## src/rtl/reg_scoreboard_if.sv

```systemverilog
// Issue/writeback bundle for the register scoreboard.
//
// Handshake: an issue slot transfers when isN_valid and isN_ready are both
// high on a rising clk edge. isN_ready is combinational, may depend on
// isN_valid, and the issuer must not wait for ready before asserting valid.
// Writeback ports have no ready; wbN_en qualifies wbN_addr on every edge.
interface reg_scoreboard_if #(
    parameter int STALL_CNT_W = 16
);
    logic                   flush;
    logic                   is0_valid;
    logic [4:0]             is0_rj;
    logic [4:0]             is0_rk;
    logic [4:0]             is0_rd;
    logic                   is0_rj_use;
    logic                   is0_rk_use;
    logic                   is0_rd_we;
    logic                   is1_valid;
    logic [4:0]             is1_rj;
    logic [4:0]             is1_rk;
    logic [4:0]             is1_rd;
    logic                   is1_rj_use;
    logic                   is1_rk_use;
    logic                   is1_rd_we;
    logic                   is0_ready;
    logic                   is1_ready;
    logic                   wb0_en;
    logic [4:0]             wb0_addr;
    logic                   wb1_en;
    logic [4:0]             wb1_addr;
    logic [31:0]            busy_vec;
    logic [STALL_CNT_W-1:0] stall_cnt;

    modport master (
        output flush,
        output is0_valid, is0_rj, is0_rk, is0_rd, is0_rj_use, is0_rk_use, is0_rd_we,
        output is1_valid, is1_rj, is1_rk, is1_rd, is1_rj_use, is1_rk_use, is1_rd_we,
        output wb0_en, wb0_addr, wb1_en, wb1_addr,
        input  is0_ready, is1_ready, busy_vec, stall_cnt
    );

    modport slave (
        input  flush,
        input  is0_valid, is0_rj, is0_rk, is0_rd, is0_rj_use, is0_rk_use, is0_rd_we,
        input  is1_valid, is1_rj, is1_rk, is1_rd, is1_rj_use, is1_rk_use, is1_rd_we,
        input  wb0_en, wb0_addr, wb1_en, wb1_addr,
        output is0_ready, is1_ready, busy_vec, stall_cnt
    );
endinterface

```

## src/rtl/reg_scoreboard.sv

```systemverilog
// Dual-issue register scoreboard: tracks one pending-write bit per
// architectural register, gates in-order issue of two slots on RAW/WAW
// hazards, and counts slot 0 stall cycles with a saturating counter.
module reg_scoreboard #(
    parameter int STALL_CNT_W = 16
) (
    input  logic              clk,
    input  logic              rst,
    reg_scoreboard_if.slave   sb
);

    localparam logic [STALL_CNT_W-1:0] STALL_MAX = '1;

    logic [31:0]            busy_q;
    logic [31:0]            busy_next;
    logic [31:0]            wb_clr;
    logic [31:0]            eff_busy;
    logic [31:0]            set_vec;
    logic [STALL_CNT_W-1:0] stall_q;
    logic                   hz0;
    logic                   hz1;
    logic                   pair_dep;
    logic                   ready0;
    logic                   ready1;
    logic                   fire0;
    logic                   fire1;

    // A slot is blocked if any register it touches still has a write pending.
    function automatic logic slot_hazard(
        input logic [31:0] eb,
        input logic [4:0]  rj,
        input logic [4:0]  rk,
        input logic [4:0]  rd,
        input logic        rj_use,
        input logic        rk_use,
        input logic        rd_we
    );
        return (rj_use & eb[rj]) | (rk_use & eb[rk]) | (rd_we & eb[rd]);
    endfunction

    // Writebacks landing this cycle release their registers immediately.
    always_comb begin
        wb_clr = '0;
        if (sb.wb0_en) wb_clr[sb.wb0_addr] = 1'b1;
        if (sb.wb1_en) wb_clr[sb.wb1_addr] = 1'b1;
        eff_busy = busy_q & ~wb_clr;
    end

    // Hazard detection and in-order ready generation for both slots.
    always_comb begin
        hz0 = slot_hazard(eff_busy, sb.is0_rj, sb.is0_rk, sb.is0_rd,
                          sb.is0_rj_use, sb.is0_rk_use, sb.is0_rd_we);
        hz1 = slot_hazard(eff_busy, sb.is1_rj, sb.is1_rk, sb.is1_rd,
                          sb.is1_rj_use, sb.is1_rk_use, sb.is1_rd_we);
        // Slot 1 may not consume or overwrite what slot 0 produces this cycle.
        pair_dep = sb.is0_rd_we && (sb.is0_rd != 5'd0) &&
                   ((sb.is1_rj_use && (sb.is1_rj == sb.is0_rd)) ||
                    (sb.is1_rk_use && (sb.is1_rk == sb.is0_rd)) ||
                    (sb.is1_rd_we  && (sb.is1_rd == sb.is0_rd)));
        ready0 = sb.is0_valid & ~hz0 & ~sb.flush & ~rst;
        ready1 = sb.is1_valid & sb.is0_valid & ready0 & ~hz1 & ~pair_dep &
                 ~sb.flush & ~rst;
        fire0  = sb.is0_valid & ready0;
        fire1  = sb.is1_valid & ready1;
    end

    // Issued destinations become busy; a set beats a same-cycle clear, r0 never busy.
    always_comb begin
        set_vec = '0;
        if (fire0 && sb.is0_rd_we && (sb.is0_rd != 5'd0)) set_vec[sb.is0_rd] = 1'b1;
        if (fire1 && sb.is1_rd_we && (sb.is1_rd != 5'd0)) set_vec[sb.is1_rd] = 1'b1;
        if (sb.flush) begin
            busy_next = '0;
        end else begin
            busy_next = (busy_q & ~wb_clr) | set_vec;
        end
        busy_next[0] = 1'b0;
    end

    // Busy register; reset outranks flush, writeback and issue.
    always_ff @(posedge clk) begin
        if (rst) begin
            busy_q <= '0;
        end else begin
            busy_q <= busy_next;
        end
    end

    // Saturating count of cycles where slot 0 wanted to issue but was held off.
    always_ff @(posedge clk) begin
        if (rst) begin
            stall_q <= '0;
        end else if (sb.is0_valid && !ready0 && !sb.flush && (stall_q != STALL_MAX)) begin
            stall_q <= stall_q + 1'b1;
        end
    end

    assign sb.is0_ready = ready0;
    assign sb.is1_ready = ready1;
    assign sb.busy_vec  = busy_q;
    assign sb.stall_cnt = stall_q;

endmodule

```

## src/flat_wrapper.sv

```systemverilog
// flat-port wrapper written by rule: the top's interface ports become plain ports
module reg_scoreboard_flat 
#(
    parameter int STALL_CNT_W = 16
)
  (clk, rst, sb_flush, sb_is0_valid, sb_is0_rj, sb_is0_rk, sb_is0_rd, sb_is0_rj_use, sb_is0_rk_use, sb_is0_rd_we, sb_is1_valid, sb_is1_rj, sb_is1_rk, sb_is1_rd, sb_is1_rj_use, sb_is1_rk_use, sb_is1_rd_we, sb_wb0_en, sb_wb0_addr, sb_wb1_en, sb_wb1_addr, sb_is0_ready, sb_is1_ready, sb_busy_vec, sb_stall_cnt);
  reg_scoreboard_if #(.STALL_CNT_W(STALL_CNT_W)) sb_i ();
  input  logic clk;
  input  logic rst;
  input wire logic [$bits(sb_i.flush)-1:0] sb_flush;
  input wire logic [$bits(sb_i.is0_valid)-1:0] sb_is0_valid;
  input wire logic [$bits(sb_i.is0_rj)-1:0] sb_is0_rj;
  input wire logic [$bits(sb_i.is0_rk)-1:0] sb_is0_rk;
  input wire logic [$bits(sb_i.is0_rd)-1:0] sb_is0_rd;
  input wire logic [$bits(sb_i.is0_rj_use)-1:0] sb_is0_rj_use;
  input wire logic [$bits(sb_i.is0_rk_use)-1:0] sb_is0_rk_use;
  input wire logic [$bits(sb_i.is0_rd_we)-1:0] sb_is0_rd_we;
  input wire logic [$bits(sb_i.is1_valid)-1:0] sb_is1_valid;
  input wire logic [$bits(sb_i.is1_rj)-1:0] sb_is1_rj;
  input wire logic [$bits(sb_i.is1_rk)-1:0] sb_is1_rk;
  input wire logic [$bits(sb_i.is1_rd)-1:0] sb_is1_rd;
  input wire logic [$bits(sb_i.is1_rj_use)-1:0] sb_is1_rj_use;
  input wire logic [$bits(sb_i.is1_rk_use)-1:0] sb_is1_rk_use;
  input wire logic [$bits(sb_i.is1_rd_we)-1:0] sb_is1_rd_we;
  input wire logic [$bits(sb_i.wb0_en)-1:0] sb_wb0_en;
  input wire logic [$bits(sb_i.wb0_addr)-1:0] sb_wb0_addr;
  input wire logic [$bits(sb_i.wb1_en)-1:0] sb_wb1_en;
  input wire logic [$bits(sb_i.wb1_addr)-1:0] sb_wb1_addr;
  output wire logic [$bits(sb_i.is0_ready)-1:0] sb_is0_ready;
  output wire logic [$bits(sb_i.is1_ready)-1:0] sb_is1_ready;
  output wire logic [$bits(sb_i.busy_vec)-1:0] sb_busy_vec;
  output wire logic [$bits(sb_i.stall_cnt)-1:0] sb_stall_cnt;
  assign sb_i.flush = sb_flush;
  assign sb_i.is0_valid = sb_is0_valid;
  assign sb_i.is0_rj = sb_is0_rj;
  assign sb_i.is0_rk = sb_is0_rk;
  assign sb_i.is0_rd = sb_is0_rd;
  assign sb_i.is0_rj_use = sb_is0_rj_use;
  assign sb_i.is0_rk_use = sb_is0_rk_use;
  assign sb_i.is0_rd_we = sb_is0_rd_we;
  assign sb_i.is1_valid = sb_is1_valid;
  assign sb_i.is1_rj = sb_is1_rj;
  assign sb_i.is1_rk = sb_is1_rk;
  assign sb_i.is1_rd = sb_is1_rd;
  assign sb_i.is1_rj_use = sb_is1_rj_use;
  assign sb_i.is1_rk_use = sb_is1_rk_use;
  assign sb_i.is1_rd_we = sb_is1_rd_we;
  assign sb_i.wb0_en = sb_wb0_en;
  assign sb_i.wb0_addr = sb_wb0_addr;
  assign sb_i.wb1_en = sb_wb1_en;
  assign sb_i.wb1_addr = sb_wb1_addr;
  assign sb_is0_ready = sb_i.is0_ready;
  assign sb_is1_ready = sb_i.is1_ready;
  assign sb_busy_vec = sb_i.busy_vec;
  assign sb_stall_cnt = sb_i.stall_cnt;
  reg_scoreboard #(.STALL_CNT_W(STALL_CNT_W)) u_core (.clk(clk), .rst(rst), .sb(sb_i));
endmodule
```

## config.mk

```make
export PLATFORM = sky130hd
export DESIGN_NAME = reg_scoreboard_flat
export DESIGN_NICKNAME = d
export VERILOG_FILES = /design/src/rtl/reg_scoreboard_if.sv /design/src/rtl/reg_scoreboard.sv /design/src/flat_wrapper.sv
export SDC_FILE = /design/constraint.sdc
export NUM_CORES = 1
export LEC_CHECK = 0
export BUFFER_PORTS_ARGS = -buffer_cell sky130_fd_sc_hd__buf_4
export CORE_MARGIN = 2
export CORE_UTILIZATION = 35
export CTS_CLUSTER_DIAMETER = 200
export CTS_CLUSTER_SIZE = 20
export DETAILED_ROUTE_END_ITERATION = 10
export SKIP_CTS_REPAIR_TIMING = 1
export SYNTH_ARGS = -nofsm -noshare
export SYNTH_HDL_FRONTEND = slang
export SYNTH_SLANG_ARGS = --single-unit
```

## constraint.sdc

```tcl
create_clock -name clk -period 16.7 [get_ports clk]
set_clock_uncertainty 0.15 [all_clocks]
set_input_delay 4.175 -clock clk [delete_from_list [all_inputs] [get_ports clk]]
set_output_delay 4.175 -clock clk [all_outputs]
set_load 0.1 [all_outputs]
```

Word-level counts from Yosys, hierarchy flattened
Index checks and enable logic that the tools add are counted.
- register bits: 48
- latch bits: 0
- RAM bits: 0
- bits in read-only memories: 0
- input bits: 53
- output and inout bits: 50
- logic and storage cells: 98
- memories: 0
- add/subtract/negate cells: 1
- multiply operators: 0
- div/mod/pow operators: 0
- magnitude comparators: 12
- equality and inequality tests: 4
- shift operators: 0
- multiplexer cells: 24
- bitwise logic cells: 31
- reduce and logical (&&, ||, !) cells: 23
- operators by type and width (operator ; count):
    two-way mux 32 bit ; 4
    OR 32 bit ; 3
    less-than comparator 5 x 6 -> 1 bit, second input constant ; 8
    AND 32 bit ; 1
    NOT 32 bit ; 1
    binary-select mux 1 bit (select 5 bit) ; 6
    demux 1 bit (select 5 bit) ; 4
    greater-or-equal comparator 5 x 1 -> 1 bit, second input constant ; 4
    AND 1 bit ; 17
    adder 16 x 1 -> 16 bit, second input constant ; 1
    logical AND 1 bit ; 16
    != test 16 bit, second input constant ; 1
    equality test 5 bit ; 3
    two-way mux 1 bit ; 10
    nonzero test 5 bit ; 2
    NOT 1 bit ; 5
    OR 1 bit ; 4
    zero test 1 bit ; 2
    logical OR 1 bit ; 2
    OR reduction 2 bit ; 1

Depth between registers and ports, before layout
Gate-level depths: netlist of the first run.
- depth after elaboration: 28
- mapped depth: 15
- gate-level depth less buffers: 10

Worst setup path before layout of the first run
No wires, ideal clock.
- kind: in2out
- start: in sb_wb1_addr[3]
- end: out sb_is1_ready
- data arrival time: 7.827 ns
- data required time: 12.375 ns
- path slack: 4.548 ns
- cell stages on the path: 12
- buffers on the path: 3
- cell sequence: or4b_1 o21a_1 and2_1 a211oi_2 o2111ai_1 a2111o_1 or3_1 buf_2 inv_2 buf_2 buf_2 and2_1
- longest elaborated chain between the ends: 22
- elaborated cells between the ends (all ways): 41
- those cells by class: order compare (2); mux (15); bitwise (23); reduce/logical (1)
- RTL lines (element ; line ; text):
    start: declaration ; flat_wrapper.sv:28 ; input wire logic [$bits(sb_i.wb1_addr)-1:0] sb_wb1_addr;
    less-than comparator 5 x 6 -> 1 bit (not written as such) or greater-or-equal comparator 5 x 1 -> 1 bit (tied branches) ; reg_scoreboard.sv:45 ; if (sb.wb1_en) wb_clr[sb.wb1_addr] = 1'b1;
    logical AND 1 bit (not written as such) ; reg_scoreboard.sv:45 ;
    two-way mux 1 bit (not written as such) ; reg_scoreboard.sv:45 ;
    demux 1 bit (select 5 bit) * ; - ;
    OR 32 bit (no line) * ; - ;
    two-way mux 32 bit * ; reg_scoreboard.sv:45 ;
    NOT 32 bit * ; reg_scoreboard.sv:46 ; eff_busy = busy_q & ~wb_clr;
    AND 32 bit * ; reg_scoreboard.sv:46 ;
    [... 2 more ...] ; - ;
    AND 1 bit ; reg_scoreboard.sv:38 ; return (rj_use & eb[rj]) | (rk_use & eb[rk]) | (rd_we & eb[rd]);
    OR 1 bit ; reg_scoreboard.sv:38 ;
    OR 1 bit * ; reg_scoreboard.sv:38 ;
    NOT 1 bit * ; reg_scoreboard.sv:60 ; ready0 = sb.is0_valid & ~hz0 & ~sb.flush & ~rst;
    AND 1 bit * (3 in a row) ; reg_scoreboard.sv:60 ;
    named net sb_is0_ready ; flat_wrapper.sv:29 ; output wire logic [$bits(sb_i.is0_ready)-1:0] sb_is0_ready;
    AND 1 bit * (4 in a row) ; reg_scoreboard.sv:61 ; ready1 = sb.is1_valid & sb.is0_valid & ready0 & ~hz1 & ~pair_dep &
    AND 1 bit * ; reg_scoreboard.sv:62 ; ~sb.flush & ~rst;
    end: declaration ; flat_wrapper.sv:30 ; output wire logic [$bits(sb_i.is1_ready)-1:0] sb_is1_ready;
Mark *: on every way through the listed nets, which the timed path passes. The rest lies on a longest branch. The select of a mux whose other input is x is not followed.

Worst setup path after layout of the first run
- start: in sb_wb0_addr[3]
- end: out sb_is1_ready
- longest elaborated chain between the ends: 23
- elaborated cells between the ends (all ways): 42
- those cells by class: order compare (2); mux (16); bitwise (23); reduce/logical (1)
- RTL lines (element ; line ; text):
    start: declaration ; flat_wrapper.sv:26 ; input wire logic [$bits(sb_i.wb0_addr)-1:0] sb_wb0_addr;
    less-than comparator 5 x 6 -> 1 bit (not written as such) or greater-or-equal comparator 5 x 1 -> 1 bit (tied branches) ; reg_scoreboard.sv:44 ; if (sb.wb0_en) wb_clr[sb.wb0_addr] = 1'b1;
    logical AND 1 bit (not written as such) ; reg_scoreboard.sv:44 ;
    two-way mux 1 bit (not written as such) ; reg_scoreboard.sv:44 ;
    demux 1 bit (select 5 bit) * ; - ;
    two-way mux 32 bit * ; reg_scoreboard.sv:44 ;
    OR 32 bit (no line) ; - ;
    two-way mux 32 bit * ; reg_scoreboard.sv:45 ;
    NOT 32 bit * ; reg_scoreboard.sv:46 ;
    [... 2 more ...] ; - ;
    two-way mux 1 bit (not written as such) ; reg_scoreboard.sv:38 ;
    AND 1 bit ; reg_scoreboard.sv:38 ;
    OR 1 bit (2 in a row) ; reg_scoreboard.sv:38 ;
    NOT 1 bit ; reg_scoreboard.sv:60 ;
    AND 1 bit (3 in a row) ; reg_scoreboard.sv:60 ;
    AND 1 bit ; reg_scoreboard.sv:61 ;
    AND 1 bit * (3 in a row) ; reg_scoreboard.sv:61 ;
    AND 1 bit * ; reg_scoreboard.sv:62 ;
Every way passes the cells marked *; elsewhere a longest branch is shown, timed or not. The select of a mux whose other input is x is not followed.

==> results of run 1 <==
metal layers:
metal / vias to the layer above / track usage (%) / part of all wire [%]
li1: 2854 / - / -
met1: 3011 / 38.4 / 39
met2: 489 / 45.0 / 45
met3: 114 / 6.24 / 11
met4: 0 / 14.9 / 5.2
met5: - / 0 / 0
worst reg2reg max path: stages (launching register included):
cell	delay [ps]
dfxtp_1	460
o221ai_1	640
mux2_2	530
o221ai_1	240
nand2_1	160
a2111oi_2	490
or3_1	390
inv_2	410
or4_1	610
a21oi_1	150
state kept, by name, summed over array words and instances, names as in the netlist:
signal,flops
u_core.sb.busy_vec,31
u_core.sb.stall_cnt,16
layout by cell type (no fill, tap or decap), drive strengths merged, types with 6 or more instances in the layout:
cell type  instances
or2                8
a22oi              8
nand4bb            6
o31ai             26
mux2              10
nand4b             8
o22ai              9
or3                9
o21ai             29
xnor2              7
nor2              60
o221ai            35
nor2b             18
o211ai             6
a21oi             28
or4                7
nand2             50
a31oi             18
nand4             21
mux4               9
nand2b            17
a211oi             7
and3              13
mux2i             16
nand3             32
nor4               9
buf              107
and2               8
dfxtp             47
nor3              21
o2111ai            7
xor2              12
inv               13
metrics by stage:
step | hold WS (ps) | setup slack [ps]
after global routing | 389 | 3710
after detailed placement | 345 | 4000
final | 352 | 3770
after CTS | 357 | 3990
after floorplan | 750 | 4550
after global placement | 330 | 4070
worst min path at each step:
stage / startpoint / end / slack [ps]
after floorplan: u_core.sb.stall_cnt[1]$_SDFFE_PP0P_ / u_core.sb.stall_cnt[1]$_SDFFE_PP0P_ / 750
after global placement: u_core.sb.stall_cnt[9]$_SDFFE_PP0P_ / u_core.sb.stall_cnt[9]$_SDFFE_PP0P_ / 330
after detailed placement: u_core.sb.stall_cnt[9]$_SDFFE_PP0P_ / u_core.sb.stall_cnt[9]$_SDFFE_PP0P_ / 340
after CTS: u_core.sb.stall_cnt[9]$_SDFFE_PP0P_ / u_core.sb.stall_cnt[9]$_SDFFE_PP0P_ / 360
after global routing: u_core.sb.stall_cnt[10]$_SDFFE_PP0P_ / u_core.sb.stall_cnt[10]$_SDFFE_PP0P_ / 390
final: u_core.sb.stall_cnt[9]$_SDFFE_PP0P_ / u_core.sb.stall_cnt[9]$_SDFFE_PP0P_ / 350
power by group through the flow:
stage / registers [mW] / logic, mW / clock network [mW]
after floorplan: 0.118 / 0.0494 / 0
after global placement: 0.115 / 0.0765 / 0
after detailed placement: 0.115 / 0.0769 / 0
after CTS: 0.113 / 0.0771 / 0.122
after global routing: 0.113 / 0.0846 / 0.126
final: 0.113 / 0.0794 / 0.121
logic make-up after synthesis:
group                      share of synthesized area [%]
muxes                                               9.17
adders and majority gates                          0.241
xor gates and xnor gates                            3.21
buffers and inverters                               6.42
and+or+nand+nor                                     32.3
AOI/OAI and AO/OA                                   30.5
other                                             0.0723
DFF                                                 18.1
final cells by class:
class                   count  area [sq um]
clock buffers               5           125
clock inverters             3          43.8
multi-input cells         575          3920
repair buffers            107           803
fillers                  1488          8370
flip-flops and latches     47           941
inverters                  14          52.6
well taps                 184           230
==> flow_summary.json, run 1 <==
{
  "clkSlewWorstSetupHoldPaths_ps": 70,
  "syn_nets": 752,
  "yosysTopAreaCell": "dfxtp_1",
  "die_h_um": 126,
  "seq_power_share_pct": 36.1,
  "cts_max_level": 2,
  "pwr_density_cell_nw_per_um2": 51.1,
  "slew_headroom_pct": 6.09,
  "cpMaxStageDelayCell": "o221ai_1",
  "peakVddDrop_uv": 43.0,
  "path_common_cell": "buf_4",
  "arrival_ps": 8600,
  "clockPowerShare_pct": 38.5,
  "ys_top_cells_by_area": "dfxtp_1, o221ai_1, nor2_1",
  "synth_edf_count": 0,
  "rows": 44,
  "rsz0062_at_grt": "false",
  "final.setup.tns_ps": 0,
  "dr.pass1.iters": 7,
  "yosysMostFrequentCell": "nor2_1",
  "maxCapViolCount": 0,
  "drv_slew": 0,
  "routed_wl_mm": 24.1,
  "p_sw_uw": 103,
  "via_per_inst": 6.92,
  "die_area_sq_um": 15800,
  "ys_async_sr_fraction_pct": 0,
  "min_period_over_period_pct": 77.4,
  "cpLargestDelayFamily": "compound AO/OA/AOI/OAI gates",
  "p_int_uw": 210,
  "place_area_sq_um": 5940,
  "hpwl_mm": 17.6,
  "antenna_cells": 0,
  "ys_types": 79,
  "yosys_warnings": 0,
  "worstHoldPathCells": 2,
  "final_area_sq_um": 6110,
  "clock_sinks": 47,
  "gp_congestion": 1.06,
  "hold_violations": 0,
  "r2r-start": "u_core.sb.busy_vec[4]$_SDFF_PP0_",
  "finalSetupViolations": 0,
  "start_util_pct": 35.8,
  "cp_max_fo": 49,
  "crit_path_max_incr_delay_ps": 1210,
  "leakagePower_nw": 2.12,
  "worstPathRequired_ps": 12380,
  "worstSkewPairLatency_ps": 300,
  "avgSynthCellArea_sq_um": 7.43,
  "ff2ff_path_depth": 9,
  "io_pins": 103,
  "path_depth": 11,
  "cts_tree": "built",
  "status": "finished clean",
  "drive_above_1_share_pct": 20.6,
  "grt_pass1_vias": 5872,
  "antenna_found_initial": 0,
  "cp_num_buf_inv": 3,
  "syn_area_sq_um": 5180,
  "cts_buffers": 5,
  "finalCriticalPeriod_ps": 12930,
  "ys_ff_latch": 47,
  "tightestPinTransition_ps": 1410,
  "placed_cells": 927,
  "regToRegSetupSlack_ps": 12410,
  "core_area_sq_um": 14500,
  "wl_per_cell_um": 25.8,
  "worst_setup_path_start_kind": "primary input",
  "final_util_pct": 42.2,
  "crit_end": "sb_is1_ready",
  "ctsLongestPathBuffers": 2,
  "synth_seq_area_share_pct": 18.1,
  "fp.dieW_um": 126,
  "route.detailed.drc": 0,
  "r2r-end": "u_core.sb.stall_cnt[11]$_SDFFE_PP0P_",
  "cp-startpoint": "sb_wb0_addr[3]",
  "drt-initial-drc-count": 1017,
  "grt_pass1_wl_mm": 35.9,
  "crit_chain": "buf_4 -> nand4bb_1 -> o221ai_1 -> nor3b_1 -> o21ai_0 -> and4_1 -> a2111o_1 -> or3_1 -> inv_2 -> and2_1 -> buf_4",
  "synth_common_cells": "nor2_1, nand2_1, dfxtp_1",
  "netlist.area_leader.share_pct": 18.1,
  "cts_root_buffer": "clkbuf_16",
  "p_total_uw": 313,
  "sw_frac_of_total_pct": 32.8,
  "synthFlopType": "dfxtp_1",
  "globalRoute.totalOverflow": 0,
  "postRouteAntennaNets": 0,
  "final_nets": 804,
  "port_buffers": 101,
  "crit_path_end_kind": "output port",
  "fmax_ghz": 0.0774,
  "min_path_type": "register to register",
  "instances_no_fill": 935,
  "worstSetupPathType": "primary input to output port",
  "area_delta_synth_final_pct": 17.9,
  "track_usage_pct": 29.2,
  "num_vias": 6468,
  "syn_inst": 698,
  "grt_max_degree": 50,
  "p_comb_share_pct": 25.4
}
No activity file was read; power rests on OpenSTA's default activity.
==> run 2, diff against run 1 <==
--- a/config.mk
+++ b/config.mk
@@ -5,6 +5,7 @@
 export SDC_FILE = /design/constraint.sdc
 export NUM_CORES = 1
 export LEC_CHECK = 0
+export ABC_AREA = 1
 export BUFFER_PORTS_ARGS = -buffer_cell sky130_fd_sc_hd__buf_4
 export CORE_MARGIN = 2
 export CORE_UTILIZATION = 35
==> constraint.sdc (replaced) <==
create_clock -name clk -period 10.74 [get_ports clk]
set_clock_uncertainty 0.15 [all_clocks]
set_input_delay 2.685 -clock clk [delete_from_list [all_inputs] [get_ports clk]]
set_output_delay 2.685 -clock clk [all_outputs]
set_load 0.1 [all_outputs]
==> flow_summary.json, run 2 <==
{
  "hold_violations": 0,
  "start_util_pct": 35.9,
  "p_sw_uw": 169,
  "routedLengthMet1_mm": 11.2,
  "wl_met2_mm": 11.0,
  "cts_buffers": 5,
  "fmax_ghz": 0.120,
  "ys_async_sr_fraction_pct": 0,
  "io_pins": 103,
  "final.setup.tns_ps": 0,
  "avgSynthCellArea_sq_um": 5.21,
  "min_path_type": "register to register",
  "hold_start": "u_core.sb.stall_cnt[15]$_SDFFE_PP0P_",
  "worstSkewPairLatency_ps": 300,
  "status": "finished clean",
  "die_h_um": 132,
  "cts_max_level": 2,
  "min_to": "u_core.sb.stall_cnt[15]$_SDFFE_PP0P_",
  "final_nets": 1217,
  "track_usage_pct": 28.6,
  "synth_common_cells": "nand3_1, nand2_1, nor2_1",
  "p_int_uw": 323,
  "num_vias": 7876,
  "syn_inst": 1099,
  "slew_headroom_pct": 15.2,
  "r2r-start": "u_core.sb.busy_vec[14]$_SDFF_PP0_",
  "port_buffers": 101,
  "core_area_sq_um": 15900,
  "wl_per_cell_um": 18.6,
  "postRouteAntennaNets": 0,
  "grt_pass1_vias": 7050,
  "crit_path_max_incr_delay_ps": 950,
  "leakagePower_nw": 2.92,
  "crit_path_end_kind": "output port",
  "rsz0062_at_grt": "false",
  "drive_above_1_share_pct": 11.2,
  "final_cell_mix": "nand3_1, nand2_1, nor2_1",
  "cp_num_buf_inv": 4,
  "peakVddDrop_uv": 47.8,
  "globalRoute.totalOverflow": 0,
  "p_total_uw": 491,
  "grt_max_degree": 34,
  "die_area_sq_um": 17400,
  "cpLargestDelayFamily": "simple AND/OR/NAND/NOR gates",
  "finalSetupViolations": 0,
  "clkSlewWorstSetupHoldPaths_ps": 70,
  "dp_slack_ps": 2480,
  "yosys_warnings": 0,
  "crit_chain": "buf_4 -> inv_2 -> nor2_1 -> nand2_1 -> nand4_1 -> nand2_1 -> nand3_1 -> nor2_1 -> a21boi_2 -> nand3_2 -> nor2_4 -> buf_4 -> buf_4",
  "placed_cells": 1372,
  "path_depth": 13,
  "met3WireLength_mm": 2.81,
  "cts_root_buffer": "clkbuf_16",
  "syn_nets": 1153,
  "clock_sinks": 47,
  "yosysTopAreaCell": "nand3_1",
  "syn_area_sq_um": 5720,
  "seq_power_share_pct": 35.7,
  "route.detailed.drc": 0,
  "synth_seq_area_share_pct": 16.4,
  "largest_reg_flops": 31,
  "synth_edf_count": 0,
  "antenna_cells": 0,
  "p_comb_share_pct": 26.9,
  "hpwl_mm": 20.1,
  "ys_types": 33,
  "cts_tree": "built",
  "fp.dieW_um": 132,
  "r2r-end": "u_core.sb.busy_vec[16]$_SDFF_PP0_",
  "clockPowerShare_pct": 37.5,
  "min_period_over_period_pct": 77.5,
  "sw_frac_of_total_pct": 34.3,
  "ff2ff_path_depth": 14,
  "netlist.area_leader.share_pct": 23.3,
  "yosysMostFrequentCell": "nand3_1",
  "antenna_found_initial": 0,
  "gp_congestion": 1.00,
  "tightestPinTransition_ps": 1270,
  "layout_setup_ws_ps": 2420,
  "path_common_cell": "buf_4",
  "pwr_density_cell_nw_per_um2": 73.2,
  "via_per_inst": 5.71,
  "rows": 46,
  "maxCapViolCount": 0,
  "dr.pass1.iters": 7,
  "finalCriticalPeriod_ps": 8320,
  "ys_ff_latch": 47,
  "final_util_pct": 42.1,
  "synthFlopType": "dfxtp_1",
  "instances_no_fill": 1380,
  "area_delta_synth_final_pct": 17.3,
  "grt_pass1_wl_mm": 39.7,
  "worstHoldPathCells": 2,
  "drv_slew": 0,
  "ys_top_cells_by_area": "nand3_1, dfxtp_1, nand2_1",
  "arrival_ps": 5490,
  "ctsLongestPathBuffers": 2,
  "drt-initial-drc-count": 1179,
  "cpMaxStageDelayCell": "nor2_1",
  "final_common_cell": "nand3_1",
  "worst_setup_path_start_kind": "primary input",
  "cp_max_fo": 32,
  "worstPathRequired_ps": 7910,
  "routed_wl_mm": 25.7,
  "worstSetupPathType": "primary input to output port",
  "regToRegSetupSlack_ps": 7800,
  "highest_layer": "met4"
}
## run 2: cell count changes after synthesis, sizes merged, moves of 35 or more
cell | before | now
nand3 | 32 | 268
nand2 | 50 | 246
nor2 | 60 | 184
inv | 13 | 132
nand4 | 21 | 59
o221ai | 35 | 0
## run 2: how the worst max path moves through the flow
stage	start	endpoint	slack [ps]
6_report	sb_is0_rd[1]	sb_is1_ready	2420
5_1_grt	sb_is0_rd[1]	sb_is1_ready	2160
4_1_cts	sb_is0_rd[1]	sb_is1_ready	2470
3_5_place_dp	sb_is0_rd[1]	sb_is1_ready	2480
3_3_place_gp	sb_is0_rd[0]	sb_is1_ready	2500
2_1_floorplan	sb_is0_rd[0]	sb_is0_ready	3350
## run 2: layout make-up
class | count | area (sq um)
multi-input cells | 872 | 4060
flip-flops and latches | 47 | 941
inverters | 134 | 503
clock buffers | 5 | 125
fillers | 1835 | 9230
repair buffers | 103 | 773
clock inverters | 3 | 43.8
well taps | 216 | 270
## run 2: worst reg2reg max path: cells and delay by family (launching register included)
family | cells | cell delay, ps
AO/OA/AOI/OAI | 1 | 80
buffers and inverters | 2 | 470
AND/OR/NAND/NOR | 11 | 1610
flip-flops | 1 | 460
## run 2: logic make-up after synthesis
group                    Yosys count  share of synthesized area (%)
AO/OA/AOI/OAI                     80                           7.50
XOR/XNOR                          17                           2.60
other                              1                         0.0655
buffers and inverters            180                           12.7
flip-flops                        47                           16.4
AND/OR/NAND/NOR                  773                           60.5
adder cells (fa/ha/maj)            1                          0.219
## run 2: stage by stage
stage | area (sq um) | hold slack [ps]
finish | 6710 | 337
detailed placement | 6550 | 330
CTS | 6710 | 340
global placement | 6550 | 325
floorplan | 5720 | 759
global route | 6710 | 378
## run 2: layer usage
| metal | vias up | track usage, % |
|---|---|---|
| li1 | 3769 | - |
| met1 | 3549 | 41.5 |
| met2 | 495 | 43.3 |
| met3 | 63 | 4.58 |
| met4 | 0 | 8.82 |
| met5 | - | 0 |
## run 2: power by group through the flow
stage,clock network [mW],logic [mW],registers (mW)
after global placement,0,0.128,0.179
after floorplan,0,0.0781,0.182
final,0.184,0.132,0.175
after global routing,0.192,0.142,0.175
after detailed placement,0,0.128,0.179
after CTS,0.186,0.128,0.175
